**src/rtl/led_chaser_pkg.sv**
```systemverilog
// rtl/led_chaser_pkg.sv - shared mode encodings and sizing helper for the LED chaser
package led_chaser_pkg;

    localparam logic [1:0] MODE_ROT_L  = 2'd0;
    localparam logic [1:0] MODE_ROT_R  = 2'd1;
    localparam logic [1:0] MODE_BOUNCE = 2'd2;
    localparam logic [1:0] MODE_FILL   = 2'd3;

    // Bar-fill needs pos to reach num_leds itself, hence the +1.
    function automatic int pos_width(input int num_leds);
        return $clog2(num_leds + 1);
    endfunction

endpackage

```
**src/rtl/led_chaser_param_step_timer.sv**
```systemverilog
// rtl/led_chaser_param_step_timer.sv - per-step hold counter producing the advance tick
module step_timer #(
    parameter int CNT_W = 16
) (
    input  logic             clk,
    input  logic             reset,
    input  logic             enable,
    input  logic             clear,
    input  logic [CNT_W-1:0] delay,
    output logic             tick
);

    logic [CNT_W-1:0] cnt_q, cnt_d;

    // delay is compared live, so lowering it below cnt forces an immediate advance.
    assign tick = enable && !clear && (cnt_q >= delay);

    always_comb begin
        cnt_d = cnt_q;
        if (clear || tick) begin
            cnt_d = '0;
        end else if (enable) begin
            cnt_d = cnt_q + CNT_W'(1);
        end
    end

    always_ff @(posedge clk or posedge reset) begin
        if (reset) begin
            cnt_q <= '0;
        end else begin
            cnt_q <= cnt_d;
        end
    end

endmodule

```
**src/rtl/led_chaser_param.sv**
```systemverilog
// rtl/led_chaser_param.sv - multi-mode LED chaser: rotate left/right, bounce, bar-fill
module led_chaser_param #(
    parameter int NUM_LEDS = 8,
    parameter int CNT_W    = 16
) (
    input  logic                clk,
    input  logic                reset,
    input  logic                enable,
    input  logic [1:0]          mode,
    input  logic [CNT_W-1:0]    delay,
    output logic [NUM_LEDS-1:0] l,
    output logic                step,
    output logic                dir
);
    import led_chaser_pkg::*;

    localparam int PW = pos_width(NUM_LEDS);
    localparam logic [PW-1:0] POS_ONE  = PW'(1);
    localparam logic [PW-1:0] POS_LAST = PW'(NUM_LEDS - 1);
    localparam logic [PW-1:0] POS_FULL = PW'(NUM_LEDS);

    logic [PW-1:0]       pos_q, pos_d;
    logic                dir_q, dir_d;
    logic [1:0]          mode_q;
    logic                step_q;
    logic                restart;
    logic                tick;
    logic [NUM_LEDS-1:0] led_dec;

    // A mode change restarts the pattern and outranks any advance due this cycle.
    assign restart = (mode != mode_q);

    step_timer #(
        .CNT_W (CNT_W)
    ) u_timer (
        .clk    (clk),
        .reset  (reset),
        .enable (enable),
        .clear  (restart),
        .delay  (delay),
        .tick   (tick)
    );

    always_comb begin
        pos_d = pos_q;
        dir_d = dir_q;
        if (restart) begin
            pos_d = '0;
            dir_d = 1'b1;
        end else if (tick) begin
            case (mode_q)
                MODE_BOUNCE: begin
                    if (dir_q && pos_q == POS_LAST) begin
                        pos_d = POS_LAST - POS_ONE;
                        dir_d = 1'b0;
                    end else if (!dir_q && pos_q == '0) begin
                        pos_d = POS_ONE;
                        dir_d = 1'b1;
                    end else if (dir_q) begin
                        pos_d = pos_q + POS_ONE;
                    end else begin
                        pos_d = pos_q - POS_ONE;
                    end
                end
                MODE_FILL: pos_d = (pos_q == POS_FULL) ? '0 : pos_q + POS_ONE;
                default:   pos_d = (pos_q == POS_LAST) ? '0 : pos_q + POS_ONE;
            endcase
        end
    end

    always_ff @(posedge clk or posedge reset) begin
        if (reset) begin
            pos_q  <= '0;
            dir_q  <= 1'b1;
            mode_q <= MODE_ROT_L;
            step_q <= 1'b0;
        end else begin
            pos_q  <= pos_d;
            dir_q  <= dir_d;
            mode_q <= mode;
            step_q <= tick;
        end
    end

    always_comb begin
        led_dec = '0;
        for (int i = 0; i < NUM_LEDS; i++) begin
            case (mode_q)
                MODE_ROT_R: led_dec[i] = (int'(pos_q) == NUM_LEDS - 1 - i);
                MODE_FILL:  led_dec[i] = (i < int'(pos_q));
                default:    led_dec[i] = (int'(pos_q) == i);
            endcase
        end
    end

    assign l    = led_dec;
    assign step = step_q;
    assign dir  = dir_q;

endmodule

```
**config.mk**
```make
export PLATFORM = sky130hd
export DESIGN_NAME = led_chaser_param
export DESIGN_NICKNAME = d
export VERILOG_FILES = /design/src/rtl/led_chaser_pkg.sv /design/src/rtl/led_chaser_param_step_timer.sv /design/src/rtl/led_chaser_param.sv
export SDC_FILE = /design/constraint.sdc
export NUM_CORES = 1
export LEC_CHECK = 0
export ABC_AREA = 1
export CORE_MARGIN = 10
export CORE_UTILIZATION = 64
export DETAILED_ROUTE_END_ITERATION = 6
export DONT_BUFFER_PORTS = 1
export GPL_TIMING_DRIVEN = 1
export PLACE_DENSITY = 0.79
export SYNTH_ARGS = -nofsm -noshare
export SYNTH_HDL_FRONTEND = slang
export SYNTH_SLANG_ARGS = --single-unit
```
**constraint.sdc**
```tcl
create_clock -name clk -period 2.3 [get_ports clk]
set_input_delay 0.46 -clock clk [delete_from_list [all_inputs] [get_ports clk]]
set_output_delay 0.46 -clock clk [all_outputs]
set_load 0.1 [all_outputs]
```
Word level (Yosys, flattened, before mapping). Index checks and enable logic that the tools add are counted.

Register bits: 24. Input bits: 21. Output and inout port bits: 10. Word-level logic and storage cells: 67.

Add/sub/neg operators: 3. Magnitude comparators: 9. Equality and inequality tests: 13. Muxes and demuxes: 23. Reductions and logical operators: 14.

Operator list (count): $mux 16 (2); $mux 4 (7); $eq 4x4->1 const B (5); $add 16x1->16 const B (1); $ge 16x16->1 (1); $lt 3x4->1 const A (4); $pmux 1 s2 (8); $eq 4x3->1 const B (3); $logic_not 4->1 (2); $lt 1x4->1 const A (2); $lt 2x4->1 const A (2); $pmux 4 s2 (1); $reduce_bool 2->1 (3); $mux 1 (5); $add 4x1->4 const B (1); $eq 2x2->1 const B (2); $eq 4x2->1 const B (1); $logic_and 1x1->1 (4); $sub 4x1->4 const B (1); $reduce_and 3->1 (1); $reduce_bool 3->1 (1); $eq 2x1->1 const B (1); $logic_not 1->1 (2); $ne 2x2->1 (1); $logic_or 1x1->1 (1).

Depth between registers and ports, before layout.
Word-level depth: 7. Mapped depth: 15. Mapped depth without buffers: 15.

By module. From an unflattened synthesis, not the netlist that was laid out.

Cells, all modules: 312. Area total of the unflattened synthesis: 2213.4 µm².

By module, submodules not included: step_timer (times used 1, cells each 180, area each 1367.6 µm²); led_chaser_param (times used 1, cells each 132, area each 845.8 µm²).

Least setup slack after synthesis. OpenSTA, ideal clock, no wires.

Path kind: reg-to-output. Start: register pos_q[0]. End: output l[3]. Arrival: 2.984 ns. Slack: -1.144 ns. Cell stages (with the launch flop): 4. Buffers on the path: 0. Cells stage by stage: dfrtp_1 ha_1 nand2_1 o31ai_1.

Cells in the longest elaborated chain, start to end: 2. Elaborated cells on any way between the ends: 4. Those cells by class: order compare (1); eq/ne (2); mux (1).

Ends and longest elaborated chain: from (decl) (RTL line led_chaser_param.sv:22) `logic [PW-1:0] pos_q, pos_d;`; from (signal assigned) (RTL line led_chaser_param.sv:78) `pos_q <= pos_d;`; $lt 2x4->1, or another cell as far along (RTL line led_chaser_param.sv:90) `MODE_FILL: led_dec[i] = (i < int'(pos_q));`; $pmux 1 s2 * (RTL line led_chaser_param.sv:88) `case (mode_q)`; to (decl) (RTL line led_chaser_param.sv:11) `output logic [NUM_LEDS-1:0] l,`.

Every way passes the cells marked *; elsewhere a longest branch is shown, timed or not.

Worst setup path after layout.
Start: register mode_q[1]. End: output l[5].

Cells in the longest elaborated chain, start to end: 2. Elaborated cells on any way between the ends: 3. Those cells by class: eq/ne (2); mux (1).

Ends and longest elaborated chain: from (decl) (RTL line led_chaser_param.sv:24) `logic [1:0] mode_q;`; from (signal assigned) (RTL line led_chaser_param.sv:80) `mode_q <= mode;`; $eq 2x2->1 or $eq 2x1->1 (tied branches) (RTL line led_chaser_param.sv:88); $pmux 1 s2 * (RTL line led_chaser_param.sv:88).

Marks and branches as above.

==> flow_metrics.env <==
export IMPL_overflow=0
export IMPL_ys_seq_elements=24
export IMPL_irDropWorstVdd_v=0.000288
export IMPL_powerDensity_nw_per_um2=404
export IMPL_die_w_um=78.6
export IMPL_clk_pin_slew_ps=150
export IMPL_power_mw=1.03
export IMPL_cp_max_fo=5
export IMPL_whs_ps=39.2
export IMPL_p_int_mw=0.699
export IMPL_boundaryPins=31
export IMPL_place_area_um2=2470
export IMPL_p_sw_mw=0.331
export IMPL_syn2layout_area_growth_pct=16.2
export IMPL_synth_ff_type="dfrtp_1"
export IMPL_clock_sinks=24
export IMPL_start_util_pct=65.8
export IMPL_power_frac_comb_pct=26.7
export IMPL_antenna_found_initial=0
export IMPL_finalNetCount=363
export IMPL_core_area_um2=3340
export IMPL_fin_area_um2=2550
export IMPL_die_h_um=78.6
export IMPL_critPathRequiredTime_ps=1840
export IMPL_mostFrequentLayoutCells="62 x nand2_1, 48 x inv_1, 32 x nand3_1"
export IMPL_numCtsBuffers=3
export IMPL_grt_pass1_vias=1995
export IMPL_vias=2059
export IMPL_netlist_area_um2=2200
export IMPL_io_buffers=0
export IMPL_crit_type="reg2out"
export IMPL_drt_first_pass_iters=6
export IMPL_slew_viol_final=0
export IMPL_antenna_cells=0
export IMPL_yosysTopAreaCellShare_pct=26.2
export IMPL_first_iter_violations=210
export IMPL_timing_rr_end="pos_q[1]$_DFFE_PP0P_"
export IMPL_cts_hold_buffers=0
export IMPL_synth_edff_count=0
export IMPL_start_kind="flip-flop"
export IMPL_final_hold_violation_count=0
export IMPL_r2r_start="u_timer.cnt_q[9]$_DFFE_PP0P_"
export IMPL_routed_via_density=5.64
export IMPL_die_area_um2=6170
export IMPL_async_flop_share_pct=100
export IMPL_hp_class="in2async"
export IMPL_power_frac_clock_pct=30.5
export IMPL_skew_ps=14.4
export IMPL_cp_end_kind="primary output"
export IMPL_cts_tree="built"
export IMPL_netSwitchingFraction_pct=32.1
export IMPL_syn_num_nets=348
export IMPL_finalSetupTns_ps=0
export IMPL_setup_violations=0
export IMPL_yosys_warnings=0
export IMPL_drc_errors=0
export IMPL_num_rows=21
export IMPL_reg2reg_slack_ps=380
export IMPL_dp_final_hpwl_um=4020
export IMPL_layout_commonest_cell="nand2_1"
export IMPL_layout_min_cycle_time_ps=2180
export IMPL_yosysTopAreaCell="dfrtp_1"
export IMPL_arrival_ps=1720
export IMPL_clock_latency_ps=330
export IMPL_ant_nets=0
export IMPL_p_seq_share_pct=42.8
export IMPL_syn_area_per_cell_um2=7.20
export IMPL_grt_max_degree=25
export IMPL_final_util_pct=76.5
export IMPL_drive_gt1_share_pct=16.0
export IMPL_gp_congestion=0.904
export IMPL_period_share_pct=94.8
export IMPL_ys_seq_area_share_pct=27.4
export IMPL_synth_cells=305
export IMPL_cts_max_level=1
export IMPL_wl_um=5110
export IMPL_clock_fmax_mhz=459
export IMPL_cap_violations=0
export IMPL_grt_pass1_wl_um=8980
export IMPL_reg2regPathDepth=9
export IMPL_avgRoutedWirePerCell_um=14.0
export IMPL_status="completed"
export IMPL_clock_path_buffers=2
export IMPL_maxSlewHeadroom_pct=79.4
export IMPL_grt_usage_pct=17.0
export IMPL_rsz0062_at_grt="no"
export IMPL_cts_root_buf="clkbuf_4"
export IMPL_leakage_nw=1.30
export IMPL_worstMarginPinSlew_ps=309
export IMPL_synth_cell_type_count=36
export IMPL_synthTopCellsByArea="dfrtp_1 26%, ha_1 13%, nand2_1 11%"
-- state kept, by name, summed over array words and instances, names as in the netlist --
| name | count |
|---|---|
| mode_q | 2 |
| dir | 1 |
| u_timer.cnt_q | 16 |
| pos_q | 4 |
| step | 1 |
-- kinds of logic after synthesis --
group           Yosys count  share of synthesized area [%]
compound gates           38                           10.1
buf+inv                  55                           10.3
simple gates            154                           33.6
fa+ha+maj                22                           12.5
flops                    24                           27.4
xor+xnor                 12                           5.98
-- per-layer routing --
metal  share of wire (%)  track usage, %  vias up
met5                   0               0        -
met4                 1.4            5.56        0
met3                 9.1            3.99       11
met2                  45            25.5       99
met1                  45            23.4      918
li1                    -               -     1031
-- power groups by stage --
stage,sequential (mW),combinational [mW],clock [mW]
global placement,0.447,0.266,0
global route,0.442,0.300,0.336
floorplan,0.443,0.204,0
detailed placement,0.448,0.269,0
finish,0.440,0.275,0.314
CTS,0.440,0.270,0.316
-- cells in the mapped netlist, drive strengths merged (2+ instances only) --
cell type / number
nor2: 34
nand3: 33
o21ai: 10
inv: 51
xor2: 9
ha: 22
xnor2: 3
nand2: 68
nor3: 6
a31oi: 2
dfrtp: 23
nand4: 10
a21oi: 16
o211ai: 4
buf: 4
-- area by class of cell --
cell class | count | area, um^2
sequential | 24 | 608
clock inverter | 1 | 30.0
multi-input combinational | 226 | 1430
fill | 247 | 786
tap | 46 | 57.6
timing repair buffer | 14 | 216
clock buffer | 3 | 22.5
inverter | 51 | 191
-- worst max-delay path, stage by stage (launching register included) --
cell and delay (ps):
dfrtp_2 500, nor2_1 260, buf_4 190, nand3_1 70, o211ai_1 130, clkbuf_16 250
-- timing repair --
action / CTS / global route
setup endpoints to repair: 1 / 5
pin swaps: 0 / 1
hold endpoints to repair: 0 / 0
resized for setup: 1 / 9
buffers inserted: 0 / 1
-- worst max-delay path by stage --
stage                                     from              endpoint  slack (ps)  cells past startpoint
after CTS                 pos_q[0]$_DFFE_PP0P_                  l[6]          30                      6
after global routing       mode_q[0]$_DFF_PP0_                  l[5]           3                      6
after floorplan           pos_q[1]$_DFFE_PP0P_                  l[0]        -410                      4
final                      mode_q[1]$_DFF_PP0_                  l[5]         120                      5
after detailed placement             delay[11]  pos_q[1]$_DFFE_PP0P_         360                     10
after global placement    pos_q[3]$_DFFE_PP0P_                  l[3]         380                      5
-- metrics by stage --
stage,setup slack [ps],std cells
final,119,365
after CTS,28.1,364
after global routing,2.98,365
after detailed placement,358,360
after floorplan,-412,305
after global placement,385,360
No activity file was read; power rests on OpenSTA's default activity.
